**src/rtl/fetch_unit_if.sv**
```systemverilog
// Fetch unit bus: instruction-memory request/ack and the decode-side
// valid/ready handshake, including the control-unit redirect.
interface fetch_unit_if;
    logic        imem_req;
    logic [25:0] imem_addr;
    logic        imem_ack;
    logic [31:0] imem_rdata;
    logic [31:0] instruction;
    logic [25:0] instr_pc;
    logic        instr_valid;
    logic        instr_ready;
    logic        load_pc;
    logic [25:0] load_pc_val;

    modport master (
        output imem_req, imem_addr,
        output instruction, instr_pc, instr_valid,
        input  imem_ack, imem_rdata,
        input  instr_ready, load_pc, load_pc_val
    );

    modport slave (
        input  imem_req, imem_addr,
        input  instruction, instr_pc, instr_valid,
        output imem_ack, imem_rdata,
        output instr_ready, load_pc, load_pc_val
    );
endinterface

```
**src/rtl/fetch_unit.sv**
```systemverilog
// Instruction fetch: sequential word fetch with a one-entry prefetch
// buffer, decode backpressure and redirect with squash of in-flight reads.
module fetch_unit #(
    parameter logic [25:0] RESET_PC = 26'd0
) (
    input logic          clk,
    input logic          rst,
    fetch_unit_if.master bus
);

    localparam logic [1:0] FETCH = 2'd0;
    localparam logic [1:0] DRAIN = 2'd1;
    localparam logic [1:0] STALL = 2'd2;

    logic [1:0]  state;
    logic [25:0] req_addr;
    logic [25:0] target;
    logic [31:0] out_instr;
    logic [25:0] out_pc;
    logic        out_valid;
    logic [31:0] buf_instr;
    logic [25:0] buf_pc;
    logic        buf_valid;

    logic accept;
    logic redirect;
    logic ack;
    logic fetch_ack;
    logic to_out;
    logic out_next;
    logic buf_next;

    assign bus.imem_req    = !rst && (state != STALL);
    assign bus.imem_addr   = req_addr;
    assign bus.instr_valid = out_valid;
    assign bus.instruction = out_valid ? out_instr : 32'h0;
    assign bus.instr_pc    = out_valid ? out_pc : 26'h0;

    // An ack only counts while a request is actually being driven.
    assign accept    = out_valid & bus.instr_ready;
    assign redirect  = accept & bus.load_pc;
    assign ack       = bus.imem_ack & bus.imem_req;
    assign fetch_ack = ack & (state == FETCH);
    assign to_out    = fetch_ack
                     & (!out_valid | (accept & !buf_valid));

    always_comb begin
        out_next = to_out
                 | (out_valid & !accept)
                 | (accept & buf_valid);
        buf_next = (fetch_ack & !to_out)
                 | (buf_valid & !accept);
    end

    always_ff @(posedge clk) begin
        if (rst) begin
            state     <= FETCH;
            req_addr  <= RESET_PC;
            target    <= 26'd0;
            out_instr <= 32'h0;
            out_pc    <= 26'd0;
            out_valid <= 1'b0;
            buf_instr <= 32'h0;
            buf_pc    <= 26'd0;
            buf_valid <= 1'b0;
        end else if (redirect) begin
            out_valid <= 1'b0;
            buf_valid <= 1'b0;
            // Without an ack the old read is still in flight: squash it.
            if (ack || state == STALL) begin
                req_addr <= bus.load_pc_val;
                state    <= FETCH;
            end else begin
                target <= bus.load_pc_val;
                state  <= DRAIN;
            end
        end else begin
            if (to_out) begin
                out_instr <= bus.imem_rdata;
                out_pc    <= req_addr;
            end else if (accept && buf_valid) begin
                out_instr <= buf_instr;
                out_pc    <= buf_pc;
            end
            if (fetch_ack && !to_out) begin
                buf_instr <= bus.imem_rdata;
                buf_pc    <= req_addr;
            end
            out_valid <= out_next;
            buf_valid <= buf_next;
            unique case (state)
                FETCH: begin
                    if (fetch_ack)
                        req_addr <= req_addr + 26'd1;
                    if (out_next && buf_next)
                        state <= STALL;
                end
                DRAIN: begin
                    if (ack) begin
                        req_addr <= target;
                        state    <= FETCH;
                    end
                end
                STALL: begin
                    if (accept)
                        state <= FETCH;
                end
                default: state <= FETCH;
            endcase
        end
    end

endmodule

```
**src/flat_wrapper.sv**
```systemverilog
// flat-port wrapper written by rule: the top's interface ports become plain ports
module fetch_unit_flat 
#(
    parameter logic [25:0] RESET_PC = 26'd0
)
  (clk, rst, bus_imem_req, bus_imem_addr, bus_instruction, bus_instr_pc, bus_instr_valid, bus_imem_ack, bus_imem_rdata, bus_instr_ready, bus_load_pc, bus_load_pc_val);
  fetch_unit_if bus_i ();
  input logic clk;
  input logic rst;
  output wire logic [$bits(bus_i.imem_req)-1:0] bus_imem_req;
  output wire logic [$bits(bus_i.imem_addr)-1:0] bus_imem_addr;
  output wire logic [$bits(bus_i.instruction)-1:0] bus_instruction;
  output wire logic [$bits(bus_i.instr_pc)-1:0] bus_instr_pc;
  output wire logic [$bits(bus_i.instr_valid)-1:0] bus_instr_valid;
  input wire logic [$bits(bus_i.imem_ack)-1:0] bus_imem_ack;
  input wire logic [$bits(bus_i.imem_rdata)-1:0] bus_imem_rdata;
  input wire logic [$bits(bus_i.instr_ready)-1:0] bus_instr_ready;
  input wire logic [$bits(bus_i.load_pc)-1:0] bus_load_pc;
  input wire logic [$bits(bus_i.load_pc_val)-1:0] bus_load_pc_val;
  assign bus_imem_req = bus_i.imem_req;
  assign bus_imem_addr = bus_i.imem_addr;
  assign bus_instruction = bus_i.instruction;
  assign bus_instr_pc = bus_i.instr_pc;
  assign bus_instr_valid = bus_i.instr_valid;
  assign bus_i.imem_ack = bus_imem_ack;
  assign bus_i.imem_rdata = bus_imem_rdata;
  assign bus_i.instr_ready = bus_instr_ready;
  assign bus_i.load_pc = bus_load_pc;
  assign bus_i.load_pc_val = bus_load_pc_val;
  fetch_unit #(.RESET_PC(RESET_PC)) u_core (.clk(clk), .rst(rst), .bus(bus_i));
endmodule
```
**config.mk**
```make
export PLATFORM = sky130hd
export DESIGN_NAME = fetch_unit_flat
export DESIGN_NICKNAME = d
export VERILOG_FILES = /design/src/rtl/fetch_unit_if.sv /design/src/rtl/fetch_unit.sv /design/src/flat_wrapper.sv
export SDC_FILE = /design/constraint.sdc
export NUM_CORES = 1
export LEC_CHECK = 0
export CAP_MARGIN = 10
export CORE_ASPECT_RATIO = 0.9
export CORE_MARGIN = 2
export CORE_UTILIZATION = 25
export CTS_BUF_LIST = sky130_fd_sc_hd__clkbuf_8
export CTS_CLUSTER_SIZE = 28
export DETAILED_ROUTE_END_ITERATION = 8
export PLACE_DENSITY = 0.42
export SYNTH_ARGS = -nofsm -noshare
export SYNTH_HDL_FRONTEND = slang
export SYNTH_SLANG_ARGS = --single-unit
```
**constraint.sdc**
```tcl
create_clock -name clk -period 2.2 [get_ports clk]
set_clock_uncertainty 0.2 [all_clocks]
set_input_delay 0.44 -clock clk [delete_from_list [all_inputs] [get_ports clk]]
set_output_delay 0.44 -clock clk [all_outputs]
set_load 0.05 [all_outputs]
```
==> results.json, run 1 <==
{
  "yosysTopAreaCellShare_pct": 42.0,
  "firstDrtPassIters": 7,
  "placed_area_sq_mm": 0.0113,
  "synthTopCellsByArea": "dfxtp_1 (42%), nand2_1 (9.2%), mux2i_1 (7.1%)",
  "synth_area_sq_mm": 0.00819,
  "clockBufferDepth": 2,
  "cp.required_ns": 1.56,
  "first_iter_violations": 441,
  "rows": 62,
  "cts_tree": "done",
  "drive_above_1_share_pct": 27.4,
  "drc": 0,
  "cts-root-buf": "clkbuf_8",
  "ys_seq_elements": 172,
  "critPathCaptureType": "primary output",
  "viasPerCell": 4.75,
  "fmax_mhz": 459,
  "dpl.cell_count": 1583,
  "crit_arrival_ns": 1.54,
  "die_y_microns": 176,
  "worstSetupPathType": "flop to primary output",
  "setup_viol": 0,
  "syn_avg_cell_area_sq_um": 8.17,
  "antenna_found_initial": 2,
  "max_stage_delay_ns": 0.49,
  "peakVddDrop_mv": 0.403,
  "yosys_warnings": 0,
  "clock_latency_ns": 0.48,
  "async_reset_ff_share_pct": 0,
  "worstPathCellList": "clkbuf_16, and2_1, buf_12",
  "io_buffers": 148,
  "numCtsBuffers": 17,
  "worstSetupStartpointType": "flop",
  "die_x_microns": 195,
  "die_area_sq_mm": 0.0342,
  "coreArea_sq_mm": 0.0321,
  "grt_pass1_vias": 7235,
  "path_clk_slew_ns": 0.11,
  "synth_cell_types": 60,
  "fin_setup_tns_ns": 0,
  "cts_htree_levels": 4,
  "period_minus_slack_ns": 2.18,
  "run_status": "finished, final reports clean",
  "hpwl_microns": 18900,
  "grt_max_degree": 111,
  "drtAntennaViolNets": 0,
  "area_growth_pct": 50.7,
  "fin_crit_sh_pct": 98.9,
  "grt_pass1_wl_microns": 42400,
  "post_drt_wl_per_cell_microns": 17.7,
  "syn-instance-count": 1003,
  "worstMarginPinSlew_ns": 0.657,
  "track_usage_pct": 15.9,
  "rsz0062_at_grt": "true",
  "drv_slew": 0,
  "slew_headroom_pct": 56.2,
  "wl_microns": 29100,
  "postLayoutCellArea_sq_mm": 0.0123,
  "io_pins": 149,
  "yosysSeqAreaShare_pct": 42.0,
  "synthFlopType": "dfxtp_1",
  "gp_congestion": 0.800,
  "cp_slowest_cell": "dfxtp_4",
  "synth_top_area_cell": "dfxtp_1",
  "via_count": 7800,
  "final-hold-violation-count": 0,
  "fillerInstances": 3320,
  "p_leak_nw": 4.45,
  "pre_cts_slack_ns": -0.376,
  "initial_core_util_pct": 25.5,
  "layout_setup_ws_ns": 0.0234,
  "synth_edf_count": 0,
  "overflow": 0,
  "cp_max_fo": 16,
  "synth_nets": 1067,
  "cap_viol_max_count": 0,
  "worstHoldPathType": "input port to flop",
  "nets": 1278,
  "cts_sinks": 172,
  "p_per_area_mw_per_mm2": 562,
  "stdcell_count": 1643
}
==> stage by stage <==
stage | total power, mW | utilization, % | hold slack, ns
2_1_floorplan | 3.98 | - | 0.233
3_3_place_gp | 4.52 | 35.3 | 0.241
3_5_place_dp | 4.53 | 35.3 | 0.246
4_1_cts | 6.95 | 36.7 | 0.200
5_1_grt | 7.25 | 38.4 | 0.188
6_report | 6.94 | 38.4 | 0.200
==> final timing paths <==
kind                               start                endpoint  slack, ns  cells after the start
hold reg to reg        u_core.buf_pc[12]       u_core.buf_pc[12]       0.26                      2
hold / removal                       rst  u_core.bus.instr_valid       0.20                      5
setup / recovery  u_core.bus.instr_valid         bus_instr_pc[8]       0.02                      3
setup reg to reg         u_core.state[1]    u_core.buf_instr[22]       0.05                     12
==> repair_timing <==
action | CTS | global route
hold buffers | 0 | 0
buffers inserted | 1 | 11
pin swaps | 0 | 7
gates cloned | 1 | 15
gates resized for setup | 8 | 34
endpoints found under the hold margin | 0 | 0
endpoints found under the setup margin | 59 | 121
==> where the power goes <==
group | internal (mW) | switching, mW | total, mW
sequential | 3.23 | 0.0763 | 3.30
clock | 1.03 | 1.35 | 2.39
combinational | 0.584 | 0.669 | 1.25
==> cell families after synthesis <==
group / share of synthesized area (%)
compound gates: 19.7
xor+xnor: 1.50
fa+ha+maj: 0.275
buf+inv: 5.80
flops: 42.0
mux: 7.22
simple gates: 23.5
==> per-layer routing <==
| metal | part of all wire, % | vias up | global-route usage, % |
|---|---|---|---|
| met5 | 0 | - | 0 |
| met4 | 0.71 | 0 | 3.05 |
| met3 | 4.2 | 15 | 2.80 |
| met2 | 44 | 195 | 24.2 |
| met1 | 51 | 3675 | 23.3 |
| li1 | - | 3915 | - |
==> sequential cells by signal, indices dropped and copies added, names as in the netlist <==
| signal | cells |
|---|---|
| u_core.target | 26 |
| u_core.state | 2 |
| u_core.out_instr | 32 |
| u_core.out_pc | 26 |
| u_core.buf_valid | 1 |
| u_core.buf_instr | 32 |
| u_core.bus.instr_valid | 1 |
| u_core.buf_pc | 26 |
| u_core.bus.imem_addr | 26 |
==> cells in the final DEF, fill, tap and decap left out, types with 5 or more instances in the layout <==
master	n
a21oi_2	11
and2_2	10
dfxtp_1	155
o211ai_1	5
nand2_2	5
clkbuf_8	17
inv_1	7
mux2i_1	58
a21oi_1	95
and2_1	42
a211oi_2	20
nor2b_1	5
nand4_1	12
o21ai_0	26
xor2_1	11
buf_12	76
clkdlybuf4s50_1	61
buf_6	11
a31oi_1	5
o221ai_1	7
dfxtp_2	15
clkbuf_16	12
buf_4	118
a22oi_1	12
a211oi_1	44
nor3_1	13
nand2_1	196
and2_4	7
nor2_1	79
nand3_1	16
==> critical path, delay by kind of cell (launching register included) <==
kind	cells	cell delay [ns]
AND/OR/NAND/NOR	1	0.19
flip-flops	1	0.49
buffers and inverters	2	0.38
==> final cells by class <==
class / count / area, sq um / area share (%)
Multi-Input combinational cell: 734 / 4390 / 35.6
Timing Repair Buffer: 282 / 3540 / 28.7
Sequential cell: 172 / 3470 / 28.1
Tap cell: 416 / 520 / 4.22
Clock buffer: 17 / 234 / 1.90
Clock inverter: 14 / 161 / 1.31
Inverter: 7 / 26.3 / 0.213
Antenna cell: 1 / 2.50 / 0.0203
==> cells in the mapped netlist, drive strengths merged, types with 3 or more instances <==
library cell and n:
a211oi 64, a21oi 106, a22oi 12, a31oi 5
and2 59, and3 3, and4 3, buf 43
clkbuf 47, dfxtp 172, inv 7, mux2i 58
nand2 201, nand2b 4, nand3 16, nand4 13
nor2 81, nor2b 6, nor3 17, nor4 4
o211ai 5, o21ai 26, o221ai 7, o22ai 4
xnor2 3, xor2 11
Power figures use the tool's default switching activity.
==> run 2: changes to the inputs <==
- CORE_UTILIZATION: 25 -> 40
- PLACE_DENSITY: 0.42 -> 0.62
==> run 2 against run 1 <==
Against the previous run:
- fmax is 2.9% higher
- highest routed layer unchanged
- first-iteration DRC count is 17% higher
- critical path type unchanged
- worst setup slack gained 0.062 ns
- count of clock-buffer cells in the layout rose by 1
- wire length decreased by 19%
- hold slack improved by 0.028 ns
==> results.json, run 2 (synthesized netlist as in run 1, its figures left out) <==
{
  "run_status": "finished, final reports clean",
  "cp_max_fo": 32,
  "die_y_microns": 140,
  "period_minus_slack_ns": 2.11,
  "drv_slew": 0,
  "min_path_cells": 3,
  "reg_top3": "u_core.buf_instr x32, u_core.out_instr x32",
  "worstHoldPathType": "input port to flop",
  "layout_common_cells": "nand2_1 (201), dfxtp_1 (155), buf_4 (113)",
  "crit_arrival_ns": 1.47,
  "fmax_mhz": 473,
  "clockBufferDepth": 2,
  "wl_microns": 23600,
  "mostFrequentLayoutCell": "nand2_1",
  "r2r_start": "u_core.bus.imem_addr[3]",
  "stdcell_count": 1453,
  "critPathLaunch": "u_core.bus.instr_valid",
  "worstMarginPinSlew_ns": 0.482,
  "min_to": "u_core.target[21]",
  "firstDrtPassIters": 5,
  "rows": 49,
  "cts_tree": "done",
  "p_per_area_mw_per_mm2": 603,
  "first_iter_violations": 515,
  "hpwl_microns": 16000,
  "crit_top_cell": "buf_12",
  "rsz0062_at_grt": "false",
  "gr-max-usage-layer": "met2",
  "viasPerCell": 5.26,
  "antenna_found_initial": 0,
  "globalRouteMet1Util_pct": 30.7,
  "worst-r2r-setup-slack_ns": 0.09,
  "multi_input_area_sq_mm": 0.00431,
  "cp_top_family": "flip-flops",
  "die_x_microns": 155,
  "worstSetupPathType": "flop to primary output",
  "cts_htree_levels": 4,
  "worstSetupStartpointType": "flop",
  "track_usage_pct": 21.5,
  "setup_viol": 0,
  "cts_sinks": 172,
  "slew_headroom_pct": 67.9,
  "antenna_cells": 0,
  "grt_pass1_vias": 7160,
  "path_clk_slew_ns": 0.09,
  "cap_viol_max_count": 0,
  "fin_crit_sh_pct": 96.1,
  "clock_latency_ns": 0.47,
  "drtAntennaViolNets": 0,
  "p_leak_nw": 4.22,
  "worstRegToRegCells": 5,
  "coreArea_sq_mm": 0.0200,
  "post_drt_wl_per_cell_microns": 16.3,
  "worstPathCellList": "buf_12, and2_1, buf_12",
  "r2r-end": "u_core.bus.imem_addr[19]",
  "finalPower_mw": 7.00,
  "area_growth_pct": 41.8,
  "worstHoldStart": "rst",
  "fillerInstances": 1805,
  "grt_max_degree": 97,
  "drc": 0,
  "via_count": 7636,
  "peakVddDrop_mv": 0.411,
  "grt_pass1_wl_microns": 37400,
  "io_pins": 149,
  "seq_area_sq_mm": 0.00347,
  "io_buffers": 148,
  "cts-root-buf": "clkbuf_8",
  "cp_num_buf_inv": 2,
  "die_area_sq_mm": 0.0216,
  "fin_setup_tns_ns": 0,
  "cp_slowest_cell": "dfxtp_2",
  "max_stage_delay_ns": 0.42,
  "nets": 1249,
  "numCtsBuffers": 17,
  "overflow": 0,
  "gr-usage-met3_pct": 3.71,
  "initial_core_util_pct": 40.9,
  "drive_above_1_share_pct": 24.0,
  "critPathCaptureType": "primary output",
  "final-hold-violation-count": 0,
  "grtUsageMet2_pct": 33.6,
  "dpl.cell_count": 1415,
  "cp.required_ns": 1.56,
  "gp_congestion": 0.855
}
run 2: changes by cell type in the layout (fill, tap and decap cells not counted), sizes merged:
cell	before	now
buf	209	189
diode	1	0
clkbuf	29	21
bufinv	2	4
clkinvlp	1	2
inv	12	13
clkinv	6	2
run 2: per-stage QoR:
step	cell area, sq um	hold slack, ns	setup slack, ns	util [%]
3_5_place_dp	11000	0.246	-0.409	55.0
2_1_floorplan	8230	0.233	0.00550	-
6_report	11600	0.228	0.0850	57.9
4_1_cts	11500	0.181	0.0135	57.3
5_1_grt	11600	0.197	0.000111	57.9
3_3_place_gp	11000	0.239	-0.327	55.0
run 2: routing by layer:
| layer | part of all wire [%] | wire (microns) |
|---|---|---|
| met1 | 49 | 11600 |
| met2 | 45 | 10700 |
| met3 | 4.7 | 1120 |
| met4 | 0.99 | 235 |
| met5 | 0 | 0 |
run 2: layout make-up:
| class | count | area share [%] |
|---|---|---|
| Sequential cell | 172 | 29.8 |
| Clock inverter | 14 | 1.78 |
| Inverter | 7 | 0.226 |
| Tap cell | 255 | 2.75 |
| Timing Repair Buffer | 253 | 26.1 |
| Multi-Input combinational cell | 734 | 37.1 |
| Clock buffer | 18 | 2.13 |
run 2: report_power, final:
group	switching [mW]	internal [mW]
combinational	0.621	0.517
clock	1.26	1.30
sequential	0.0765	3.23
run 2: worst min-delay path, cell delays in order:
cell	delay, ns
buf_6	0.08
buf_4	0.26
a21oi_1	0.06
run 2: worst max path at each step:
stage / endpoint / slack, ns / cells past startpoint
floorplan: u_core.bus.imem_addr[21] / 0.005 / 5
global placement: u_core.bus.imem_addr[21] / -0.33 / 6
detailed placement: u_core.out_instr[5] / -0.41 / 9
CTS: bus_instruction[30] / 0.01 / 3
global route: u_core.out_pc[23] / 0.0001 / 10
finish: bus_instruction[30] / 0.09 / 3
run 2: timing repair:
item | 4_1_cts | 5_1_grt
gates resized for setup | 4 | 4
setup buffers | 0 | 3
cloned | 0 | 3
pin swaps | 0 | 1
hold buffers | 0 | 0
setup endpoints to repair | 1 | 8
==> RTL edit: new RTL, settings of run 2 <==
Make the reset (`rst`) asynchronous in one clocked block.
--- a/src/rtl/fetch_unit.sv
+++ b/src/rtl/fetch_unit.sv
@@ -52,7 +52,7 @@
                  | (buf_valid & !accept);
     end
 
-    always_ff @(posedge clk) begin
+    always_ff @(posedge clk or posedge rst) begin
         if (rst) begin
             state     <= FETCH;
             req_addr  <= RESET_PC;
Check against the original RTL: differs if rst is asserted again (counterexample within 4 cycles, from zero or initial values and one cycle with rst high); with rst held inactive, the same outputs for 4 cycles.
==> RTL edit against run 2 <==
Setup slack got worse by 0.022 ns. Final cell count fell by 14%. Hold slack worse by 0.045 ns. Routed wire length is 9.0% lower. Core utilization is 0.93 points lower. Sequential cell count stayed put. Die area rose by 1.5%. Synthesized cell count fell by 23%. Cell area up 1.0%. Via count fell by 15%. Area after synthesis up 1.6%. Highest routed layer unchanged.
Power is not compared: it rests on default switching activity, and its combinational part moved more than twofold at a synthesized area within 25%.
==> RTL edit: results (changes against run 2) <==
* Layout cells sized above 1 at 0.306 (+0.0666)
* Crit path to: bus_instruction[22]
* Setup Buffers After CTS at 1 (+1)
* Critical Path Fanout Max at 29 (-9.4%)
* Met3 usage at 0.0440 (+0.00690)
* CP max stage delay at 0.48 ns (+0.06 ns)
* Largest net degree at the start of global routing at 52 (-46%)
* Pre-CTS WS at -0.397 ns (+0.0121 ns)
* Global routing usage on met1 at 0.279 (-0.0273)
* Gr usage total at 0.202 (-0.0129)
* Post-synth cell types at 61 (+1.7%)
* WL met3 at 1120 µm (+0.63%)
* Crit path DAT at 1.50 ns (+0.03 ns)
* Finished Layout Cells at 1,243 (-14%)
* Violation count after the first detailed-route iteration at 367 (-29%)
* Hpwl dp at 15,400 µm (-3.7%)
* WHS at 0.183 ns (-0.0448 ns)
* CP startpoint: u_core.bus.instr_valid
* Reg2Reg Depth at 7 (+2)
* Worst-path clk slew at 0.09 ns (about the same)
* Synth top area cells: dfrtp_1, mux2_2, mux2i_1
* Post-DP Area at 11,300 µm² (+2.3%)
* Commonest cells post-synth: dfrtp_1, a21oi_1, nor2_1, mux2_2, and2_1
* M1 WL at 9890 µm (-15%)
* First-pass GRT wire length at 34,500 µm (-7.8%)
* Avg Cell Area, Syn at 10.8 µm² (+32%)
* Critical-path top delay cell: dfrtp_2
* Nets at 1,034 (-17%)
* FF-to-FF End: u_core.out_pc[2]
* Via count at 6,507 (-15%)
* Total wire length at 21,500 µm (-9.0%)
* Hold WC Path Type: in2async
* Routed wl met2 at 10,300 µm (-3.7%)
* Final GP Congestion at 0.846 (-1.0%)
* Post-synth net total at 837 (-22%)
* Ys async rst share at 1.00 (+1.00)
* GR Util met2 at 0.323 (-0.0123)
* Worst reg-to-reg setup slack at 0.11 ns (+0.02 ns)
* Sequential cell area fraction in the yosys report at 0.517 (+0.0969)
* PortBufs at 148 (unchanged)
* Relative slew slack at 0.679 (about the same)
* Peak Freq at 468 MHz (-1.0%)
* Run status: finished, final reports clean
RTL edit: cell types whose count changed after synthesis, sizes merged, moves of 14 or more:
cell / before / now
a21oi: 106 / 78
dfrtp: 0 / 172
a211oi: 64 / 1
buf: 43 / 29
dfxtp: 172 / 0
clkbuf: 47 / 26
nand2: 201 / 35
mux2: 1 / 81
RTL edit: cell type report:
type / instances / area [µm²]
Fill cell: 1745 / 8850
Sequential cell: 172 / 4310
Multi-Input combinational cell: 540 / 3800
Timing Repair Buffer: 233 / 2890
Tap cell: 260 / 325
Clock buffer: 18 / 248
Clock inverter: 14 / 144
Inverter: 6 / 26.3
RTL edit: cells by family after synthesis:
logic type	count (synthesis)	share of synthesized area
AOI/OAI and AO/OA	153	0.111
DFF	172	0.517
adders and majority gates	1	0.00150
and+or+nand+nor	236	0.146
buffers and inverters	61	0.0329
xor gates and xnor gates	11	0.0116
muxes	139	0.179
RTL edit: where the power goes:
group          internal [µW]  switching (µW)
Clock                   1040            1200
Sequential              4640             782
Combinational           4310            5100
